[config.mk]
export PLATFORM = sky130hd
export DESIGN_NAME = program_loader
export DESIGN_NICKNAME = d
export VERILOG_FILES = /design/src/rtl/program_loader.sv
export SDC_FILE = /design/constraint.sdc
export NUM_CORES = 1
export LEC_CHECK = 0
export ABC_AREA = 1
export CAP_MARGIN = 15
export CORE_ASPECT_RATIO = 1.75
export CORE_MARGIN = 5
export CORE_UTILIZATION = 40
export DETAILED_ROUTE_END_ITERATION = 7
export PLACE_DENSITY_LB_ADDON = 0.08
export RECOVER_POWER = 25
export SETUP_SLACK_MARGIN = 0.1
export SLEW_MARGIN = 15
export SYNTH_ARGS = -nofsm -noshare
export SYNTH_HDL_FRONTEND = slang
export SYNTH_SLANG_ARGS = --single-unit
[constraint.sdc]
create_clock -name clk -period 4.6 [get_ports clk]
set_input_delay 0.92 -clock clk [delete_from_list [all_inputs] [get_ports clk]]
set_output_delay 0.92 -clock clk [all_outputs]
set_load 0.02 [all_outputs]
[src/rtl/program_loader.sv]
// Framed byte-stream loader for the Processor's instruction store.
// Frames carry a length byte, big-endian 16-bit words and an XOR checksum.
module program_loader #(
   parameter int DEPTH  = 8,
   parameter int ADDR_W = 3,
   parameter int IW     = 16
) (
   input  logic              clk,
   input  logic              reset,
   input  logic              start,
   input  logic [7:0]        byte_in,
   input  logic              byte_valid,
   output logic              byte_ready,
   input  logic [ADDR_W-1:0] fetch_addr,
   output logic [IW-1:0]     fetch_data,
   output logic [ADDR_W:0]   word_count,
   output logic              load_done,
   output logic              load_error,
   output logic              cpu_hold
);

   typedef enum logic [2:0] {
      IDLE,
      LEN,
      HI,
      LO,
      CSUM,
      DONE,
      ERR
   } state_t;

   state_t state;
   state_t next_state;

   logic [7:0]      len_reg;
   logic [7:0]      csum;
   logic [7:0]      hi_byte;
   logic [IW-1:0]   mem [DEPTH];

   logic            xfer;
   logic            len_ok;
   logic            idle_like;
   logic [ADDR_W:0] wc_next;

   assign xfer      = byte_valid && byte_ready;
   assign len_ok    = (byte_in != 8'd0) && (byte_in <= 8'(DEPTH));
   assign idle_like = (state == IDLE) || (state == DONE) || (state == ERR);
   assign wc_next   = word_count + 1'b1;

   always_comb begin
      next_state = state;
      case (state)
         IDLE, DONE, ERR: if (start) next_state = LEN;
         LEN:             if (xfer) next_state = len_ok ? HI : ERR;
         HI:              if (xfer) next_state = LO;
         LO:              if (xfer) next_state = (8'(wc_next) == len_reg) ? CSUM : HI;
         CSUM:            if (xfer) next_state = (byte_in == csum) ? DONE : ERR;
         default:         next_state = IDLE;
      endcase
   end

   // Status outputs are decoded from the next state so they line up with it.
   always_ff @(posedge clk) begin
      if (reset) begin
         state      <= IDLE;
         byte_ready <= 1'b0;
         load_done  <= 1'b0;
         load_error <= 1'b0;
         cpu_hold   <= 1'b1;
      end else begin
         state      <= next_state;
         byte_ready <= (next_state == LEN) || (next_state == HI) ||
                       (next_state == LO)  || (next_state == CSUM);
         load_done  <= (next_state == DONE);
         load_error <= (next_state == ERR);
         cpu_hold   <= (next_state != DONE);
      end
   end

   always_ff @(posedge clk) begin
      if (reset) begin
         word_count <= '0;
         csum       <= 8'd0;
         len_reg    <= 8'd0;
         hi_byte    <= 8'd0;
         fetch_data <= '0;
         for (int i = 0; i < DEPTH; i++) begin
            mem[i] <= '0;
         end
      end else begin
         fetch_data <= mem[fetch_addr];
         if (idle_like && start) begin
            word_count <= '0;
            csum       <= 8'd0;
         end else if (xfer) begin
            case (state)
               LEN: begin
                  len_reg <= byte_in;
                  csum    <= byte_in;
               end
               HI: begin
                  hi_byte <= byte_in;
                  csum    <= csum ^ byte_in;
               end
               LO: begin
                  mem[word_count[ADDR_W-1:0]] <= {hi_byte, byte_in};
                  word_count                  <= wc_next;
                  csum                        <= csum ^ byte_in;
               end
               default: ;
            endcase
         end
      end
   end

endmodule

==> flow_summary.ini, run 1 <==
[place]
portBuffers = 38
place.gp.congestion = 0.9888
placed_cells = 1045
hpwlAfterDp_mm = 17.09
placed_cell_area_um2 = 8284

[global_routing]
grt_pass1_vias = 5925
grt_antenna_before_repair = 0
grt_start_max_net_pins = 65
grt_overflow = 0
grt_usage = 0.2207
grt_pass1_wl_mm = 34.98

[sta]
hold_violations = 0
skew_ps = 8.691
setup-violations-final = 0
slew_viol_final = 0
rsz0062_at_grt = false
slew_headroom = 0.3522
tns_ps = 0
fmax_mhz = 270.8
period_needed_ps = 3693
period_share = 0.8029
tightest_slew_ps = 968.1

[drt]
first_pass_iters = 5
drtIter0Drc = 320
routed_wirelength_mm = 24.35
vias = 5833
wl_per_cell_um = 22.61
ant_nets = 0
dr.max_layer_used = met4
vias_per_cell = 5.416
routedLengthMet1_mm = 7.853
drc_errors = 0
wl_met2_mm = 13.57
wl_met3_mm = 1.179

[min_path]
hold_start = csum[3]
min_to = csum[3]
hp-class = reg2reg
hold_depth = 2

[synth]
synth_area_um2 = 7811
syn-instance-count = 807
ys_ff_latch = 179
ys_seq_area_frac = 0.6228
yosys.area.top_type = edfxtp_1
synth_area_per_cell_um2 = 9.679
synth_top_cell_area_share = 0.4921
yosys-top-cells-area = edfxtp_1 49%, dfxtp_1 13%, nor2_1 11%, o21ai_0 6.6%, nand2_1 3.5%
ys_types = 35
ys_warn_count = 0
synth_nets = 823

[power]
peakVddDrop_v = 0.0002166
pwr-share-comb = 0.093
clkPwrFrac = 0.416
internal_power_uw = 2820
leakage_uw = 0.003339
p_seq_frac = 0.491
power_switching_uw = 883.4
swShare = 0.2385
p_per_area_nw_per_um2 = 417.9

[critical_path]
rr_startpoint = state[0]
path_cells = dlygate4sd3_1 > nand2_1 > inv_1 > nand2_1 > nor2_1 > nand2_4 > nand2_1
cp_max_fo = 17
cp-end-kind = register
crit_required_ps = 4670
critPathMostFrequentCell = nand2_1
regToRegEndpoint = mem[1][13]
slowest_stage = nor2_1
crit_type = in2reg
reg2reg_depth = 10
cpPeakStageDelay_ps = 790
arrival_ps = 3760
r2r_slack_ps = 1310
cp-start-kind = input port

[final_layout]
nNetsFinal = 839
layout_common_cells = 235 x nor2_1, 128 x edfxtp_1, 103 x o21ai_0, 73 x nand2_1, 51 x dfxtp_1
stdcell_area_um2 = 8864
syn_to_final_growth_pct = 13.47
diodes = 0
stdcell_count = 1077
top_regs = mem (128), fetch_data (16)
layout-drive-gt1-share = 0.07895
fin_util = 0.4617
regMostFlops = mem
final_common_cell = nor2_1
largest_register_ffs = 128

[floorplanning]
fp.coreArea_um2 = 19200
start_util = 0.4069
ios = 39
die_y_um = 194.9
row_count = 67
die_x_um = 115.6
die_area_um2 = 22530

[clock_tree]
post-cts-setup-buffer-count = 0
cts.repair.resized = 0
h-tree-depth = 4
worstSkewPairLatency_ps = 440
clk_path_buf_depth = 2
numClockSinks = 179
clk_pin_slew_worst_paths_ps = 60
ctsHoldBuffers = 0
cts_tree = built
clock-root-buffer = clkbuf_16
cts_made_buffers = 17

[status]
status = finished, final reports clean

[flow_run]
cap_violations = 0
## cell families after synthesis
family,synth area share
fa+ha+maj,0.001602
xor+xnor,0.005606
flops,0.6228
compound gates,0.1156
buf+inv,0.05382
simple gates,0.2005
## stage by stage
stage	hold WS [ps]	setup WS [ps]	power, µW
5_1_grt	503.1	759.8	3818
3_3_place_gp	467.6	1164	2204
4_1_cts	485.1	1614	3731
2_1_floorplan	458.7	1976	2057
3_5_place_dp	475.1	1147	2207
6_report	483.5	906.7	3704
## layout make-up
class                      count  area [µm²]
multi-input combinational    536        2485
clock buffer                  21       460.4
sequential                   179        4865
inverter                      45       171.4
tap                          241       301.5
timing repair buffer          44       420.4
fill                        1859       10330
clock inverter                11       160.2
## layer usage
layer / vias to the layer above / GRT usage
met5: - / 0
met4: 0 / 0.1445
met3: 74 / 0.04045
met2: 209 / 0.4197
met1: 2791 / 0.2060
li1: 2759 / -
## worst max-delay path by stage
stage / to / cells past startpoint / slack, ps / from
after floorplan: mem[4][0] / 9 / 1980 / byte_valid
after global placement: mem[0][6] / 9 / 1160 / byte_valid
after detailed placement: mem[0][6] / 9 / 1150 / byte_valid
after CTS: mem[0][2] / 9 / 1610 / byte_valid
after global routing: mem[1][14] / 7 / 760 / byte_valid
final: mem[1][13] / 7 / 910 / byte_valid
## critical path: cells and delay by family
family / cells / cell delay [ps]
AND/OR/NAND/NOR: 5 / 2050
buffers and inverters: 2 / 780
## Yosys cell counts
cell type  instances
nor2_1           227
edfxtp_1         128
o21ai_0          103
nand2_1           72
dfxtp_1           51
clkbuf_1          31
inv_1             30
a21oi_1           28
nor2_2            19
o22ai_1           19
a31oi_1           17
nand3_1           15
clkinv_1          11
nand2_4           10
buf_6              8
xnor2_1            5
buf_2              4
inv_2              3
nor3b_1            3
nor4_1             3
o21ai_1            3
buf_1              2
buf_4              2
nand3b_1           2
ha_1               1
inv_4              1
nand2_2            1
nand3_2            1
nand4_1            1
nor2_4             1
nor2_8             1
nor3_1             1
nor3_4             1
o21bai_1           1
or2_2              1
## power by group through the flow
stage	Combinational [µW]	Sequential (µW)	Clock, µW
2_1_floorplan	197	1860	0
3_3_place_gp	348	1860	0
3_5_place_dp	351	1860	0
4_1_cts	352	1820	1560
5_1_grt	373	1830	1620
6_report	344	1820	1540
Power figures use the tool's default switching activity.
==> run 2: changes to the inputs <==
==> constraint.sdc (replaced) <==
create_clock -name clk -period 3.7 [get_ports clk]
set_input_delay 0.74 -clock clk [delete_from_list [all_inputs] [get_ports clk]]
set_output_delay 0.74 -clock clk [all_outputs]
set_load 0.02 [all_outputs]
==> run 2 against run 1 <==
  * Critical path type is now reg2reg
  * Critical path depth rose by 3
  * Non-clock buffer count rose by 11
  * Final area barely moved
  * Largest cell class unchanged
  * Sequential share of layout area barely moved
  * Register-to-register slack got worse by 550 ps
==> flow_summary.ini, run 2 (synthesis gave the netlist of run 1 again) <==
[final_layout]
nNetsFinal = 850
layout-drive-gt1-share = 0.08501
multi_input_area_um2 = 2486
syn_to_final_growth_pct = 13.57
fin_util = 0.4621
largest_register_ffs = 128
regMostFlops = mem
seq_area_um2 = 4865
nFillCells = 1825
layout_common_cells = 227 x nor2_1, 128 x edfxtp_1, 106 x o21ai_0, 78 x nand2_1, 51 x dfxtp_1
final_common_cell = nor2_1
top_regs = mem (128), fetch_data (16)
diodes = 0

[clock_tree]
cts_tree = built
worstSkewPairLatency_ps = 420
cts.repair.resized = 0
post-cts-setup-buffer-count = 0
numClockSinks = 179
h-tree-depth = 4
ctsHoldBuffers = 0
clk_pin_slew_worst_paths_ps = 70
clock-root-buffer = clkbuf_16
clk_path_buf_depth = 2
cts_made_buffers = 17

[floorplanning]
die_area_um2 = 22530
ios = 39
start_util = 0.4069
row_count = 67
die_x_um = 115.6
die_y_um = 194.9
fp.coreArea_um2 = 19200

[drt]
routedLengthMet1_mm = 7.511
wl_per_cell_um = 17.93
ant_nets = 0
dr.max_layer_used = met4
vias_per_cell = 5.200
drc_errors = 0
first_pass_iters = 5
wl_met3_um = 695
drtIter0Drc = 400
wl_met2_mm = 10.92
vias = 5658
routed_wirelength_mm = 19.51

[critical_path]
rr_startpoint = state[2]
cp-end-kind = register
regToRegEndpoint = mem[7][2]
slowest_stage = dfxtp_1
critPathMostFrequentCell = nand2_1
crit_required_ps = 3860
arrival_ps = 3100
crit_start = state[2]
cpPeakStageDelay_ps = 570
path_cells = nor2_4 > a31oi_1 > nand2_1 > nand2_1 > inv_1 > nand2_1 > nor2_8 > nand2_1 > nand2_1 > buf_4
r2r_slack_ps = 760
reg2reg_depth = 10
critPathCapture = mem[7][2]
cp_max_fo = 17
crit_type = reg2reg
cp-start-kind = register

[sta]
rsz0062_at_grt = false
tightest_slew_ps = 999.1
period_needed_ps = 2940
slew_viol_final = 0
setup-violations-final = 0
skew_ps = 7.803
hold_violations = 0
slew_headroom = 0.3339
period_share = 0.7945
fmax_mhz = 340.2
tns_ps = 0

[power]
peakVddDrop_v = 0.0002487
leakage_uw = 0.003315
p_per_area_nw_per_um2 = 494.5

[min_path]
hp-class = reg2reg

[status]
status = finished, final reports clean

[global_routing]
grt_pass1_vias = 5740
grt_start_max_net_pins = 65
grt_overflow = 0
grt_usage = 0.1816
grt_antenna_before_repair = 0
grt_pass1_wl_mm = 31.26

[flow_run]
cap_violations = 0

[place]
portBuffers = 38
hpwlAfterDp_mm = 13.56
place.gp.congestion = 0.8285
[run 2: cell types whose count changed in the layout (fill, tap and decap cells not counted), sizes merged]
cell	previous run	this run
buf	7	15
bufinv	4	2
clkbuf	21	25
clkdlybuf4s50	17	15
clkinv	17	15
clkinvlp	1	4
dlygate4sd3	20	22
[run 2: per-layer routing]
| metal | vias to the layer above | track usage |
|---|---|---|
| met4 | 0 | 0.06409 |
| met5 | - | 0 |
| met1 | 2741 | 0.2101 |
| met2 | 117 | 0.3301 |
| met3 | 19 | 0.03205 |
| li1 | 2781 | - |
[run 2: layout make-up]
cell class	instances	share of cell area
multi-input cells	536	0.2803
repair buffers	55	0.05543
clock inverters	10	0.01255
inverters	45	0.01932
flip-flops and latches	179	0.5484
clock buffers	22	0.05007
well taps	241	0.03399
[run 2: how the worst min path moves through the flow]
stage | from | end | slack [ps] | depth (start not counted)
after floorplan | csum[1] | csum[1] | 460 | 2
after global placement | csum[5] | csum[5] | 470 | 2
after detailed placement | csum[1] | csum[1] | 470 | 2
after CTS | csum[1] | csum[1] | 480 | 2
after global routing | csum[2] | csum[2] | 510 | 2
final | csum[2] | csum[2] | 480 | 2
[run 2: per-stage QoR]
step | total power (µW) | instance area (µm²) | instances | hold slack [ps] | worst slack (ps)
global placement | 2722 | 8367 | 1056 | 469.7 | 568.3
global route | 4557 | 8871 | 1088 | 508.2 | 501.9
detailed placement | 2726 | 8367 | 1056 | 473.9 | 560.4
floorplan | 2558 | 7811 | 807 | 458.7 | 1256
CTS | 4442 | 8922 | 1088 | 483.5 | 1002
finish | 4387 | 8871 | 1088 | 480.0 | 760.4
[run 2: power breakdown]
group	total, µW	switching [µW]	leakage, µW	internal (µW)
Clock	1720	734	0.000255	990
Sequential	2260	33.4	0.00173	2220
Combinational	407	280	0.00133	127
[run 2: worst max-delay path: cells and delay by family (launching register included)]
kind | cells | cell delay (ps)
AO/OA/AOI/OAI | 1 | 220
flip-flops | 1 | 570
AND/OR/NAND/NOR | 7 | 1500
buffers and inverters | 2 | 370
==> run 3: changes to the inputs <==
==> constraint.sdc (replaced) <==
create_clock -name clk -period 2.55 [get_ports clk]
set_input_delay 0.51 -clock clk [delete_from_list [all_inputs] [get_ports clk]]
set_output_delay 0.51 -clock clk [all_outputs]
set_load 0.02 [all_outputs]
==> run 3 against run 2 <==
  * Final area grew 3.8%
  * Global-route usage up 0.14 points
  * Worst hold slack worse by 3.8 ps
  * Register-to-register slack worse by 480 ps
  * Critical path depth grew 1
  * Core utilization increased by 1.7 points
  * Final cell count grew 2.1%
  * Wire length down 0.17%
  * Clock-buffer cell count down 3
  * Die area is the same
  * Non-clock buffer count is 23 higher
  * Largest cell class unchanged
  * Largest power group unchanged
==> flow_summary.ini, run 3 (synthesis gave the netlist of run 1 again) <==
[drt]
vias = 5691
ant_nets = 0
drtIter0Drc = 274
first_pass_iters = 5
wl_per_cell_um = 17.53
vias_per_cell = 5.122
drc_errors = 0
routed_wirelength_mm = 19.48

[place]
portBuffers = 38
placed_cells = 1079
place.gp.congestion = 0.8742
hpwlAfterDp_mm = 13.59

[final_layout]
syn_to_final_growth_pct = 17.83
layout_common_cells = 229 x nor2_1, 128 x edfxtp_1, 103 x o21ai_0, 74 x nand2_1, 51 x dfxtp_1
stdcell_count = 1111
regMostFlops = mem
nNetsFinal = 873
top_regs = mem (128), fetch_data (16)
largest_register_ffs = 128
diodes = 0
final_common_cell = nor2_1
layout-drive-gt1-share = 0.1184
fin_util = 0.4794

[floorplanning]
start_util = 0.4069
die_y_um = 194.9
ios = 39
fp.coreArea_um2 = 19200
die_x_um = 115.6
die_area_um2 = 22530
row_count = 67

[sta]
hold_violations = 0
rsz0062_at_grt = false
slew_viol_final = 0
period_share = 0.8915
tns_ps = 0
slew_headroom = 0.5737
tightest_slew_ps = 639.4
setup-violations-final = 0
period_needed_ps = 2273
fmax_mhz = 439.9
skew_ps = 7.113

[critical_path]
r2r_slack_ps = 280
path_cells = nor2_2 > nor2_1 > a31oi_1 > nand2_1 > nand2_1 > inv_2 > nand2_4 > nor2_8 > nand2_1 > nand2_1 > buf_12
cp_num_buf_inv = 2
cp_max_fo = 16
cp-start-kind = register
reg2reg_depth = 11
slowest_stage = dfxtp_1
crit_cells = 11
arrival_ps = 2410
crit_type = reg2reg
rr_startpoint = state[0]
critPathMostFrequentCell = nand2_1
cp_top_family = simple AND/OR/NAND/NOR gates
cp-end-kind = register
regToRegEndpoint = mem[7][9]
cpPeakStageDelay_ps = 460
crit_required_ps = 2690

[clock_tree]
worstSkewPairLatency_ps = 430
h-tree-depth = 4
cts.repair.resized = 0
numClockSinks = 179
clk_pin_slew_worst_paths_ps = 70
post-cts-setup-buffer-count = 0
cts_tree = built
clk_path_buf_depth = 2
clock-root-buffer = clkbuf_16
ctsHoldBuffers = 0
cts_made_buffers = 17

[global_routing]
grt_overflow = 0
grt_start_max_net_pins = 65
grt_pass1_wl_mm = 31.41
grt_pass1_vias = 5894
grt_usage = 0.1830
grt_antenna_before_repair = 0

[min_path]
hold_start = csum[5]
min_to = csum[5]
hold_depth = 2
hp-class = reg2reg

[power]
peakVddDrop_v = 0.0003383
leakage_uw = 0.003539
p_per_area_nw_per_um2 = 713.5

[status]
status = finished, final reports clean

[flow_run]
cap_violations = 0
run 3: final cells by class:
cell class	instances	area, µm²
fillers	1834	9993
flip-flops and latches	179	4865
multi-input cells	536	2506
repair buffers	78	759.5
clock buffers	19	442.9
well taps	241	301.5
inverters	45	171.4
clock inverters	13	157.7
run 3: layer usage:
| layer | global-route usage | vias up | wire length (µm) |
|---|---|---|---|
| li1 | - | 2826 | - |
| met5 | 0 | - | 0 |
| met3 | 0.02614 | 25 | 464 |
| met4 | 0.06710 | 0 | 500 |
| met2 | 0.3458 | 91 | 11030 |
| met1 | 0.2020 | 2749 | 7486 |
run 3: report_power, final:
group	total, µW	internal, µW	leakage [µW]	switching, µW
sequential	3270	3220	0.00173	47.4
combinational	625	216	0.00152	409
clock	2670	1570	0.000287	1110
run 3: worst max-delay path by stage:
| stage | endpoint | startpoint |
|---|---|---|
| 2_1_floorplan | mem[4][0] | byte_valid |
| 4_1_cts | byte_ready | word_count[0] |
| 3_5_place_dp | byte_ready | byte_valid |
| 5_1_grt | mem[7][7] | state[0] |
| 3_3_place_gp | byte_ready | byte_valid |
| 6_report | mem[7][9] | state[0] |
run 3: worst register-to-register path, delay by kind of cell (launching register included):
| kind | cells | cell delay, ps |
|---|---|---|
| AO/OA/AOI/OAI | 1 | 120 |
| buffers and inverters | 2 | 280 |
| flip-flops | 1 | 460 |
| AND/OR/NAND/NOR | 8 | 1120 |
run 3: per-stage QoR:
step / worst slack, ps / area, µm² / power (µW) / hold slack [ps]
3_5_place_dp: 120.3 / 8640 / 3993 / 469.1
4_1_cts: 329.1 / 9240 / 6659 / 479.8
2_1_floorplan: 336.0 / 7811 / 3708 / 458.7
3_3_place_gp: 150.3 / 8640 / 3980 / 464.9
5_1_grt: 92.91 / 9204 / 6839 / 489.5
6_report: 276.7 / 9204 / 6567 / 476.2
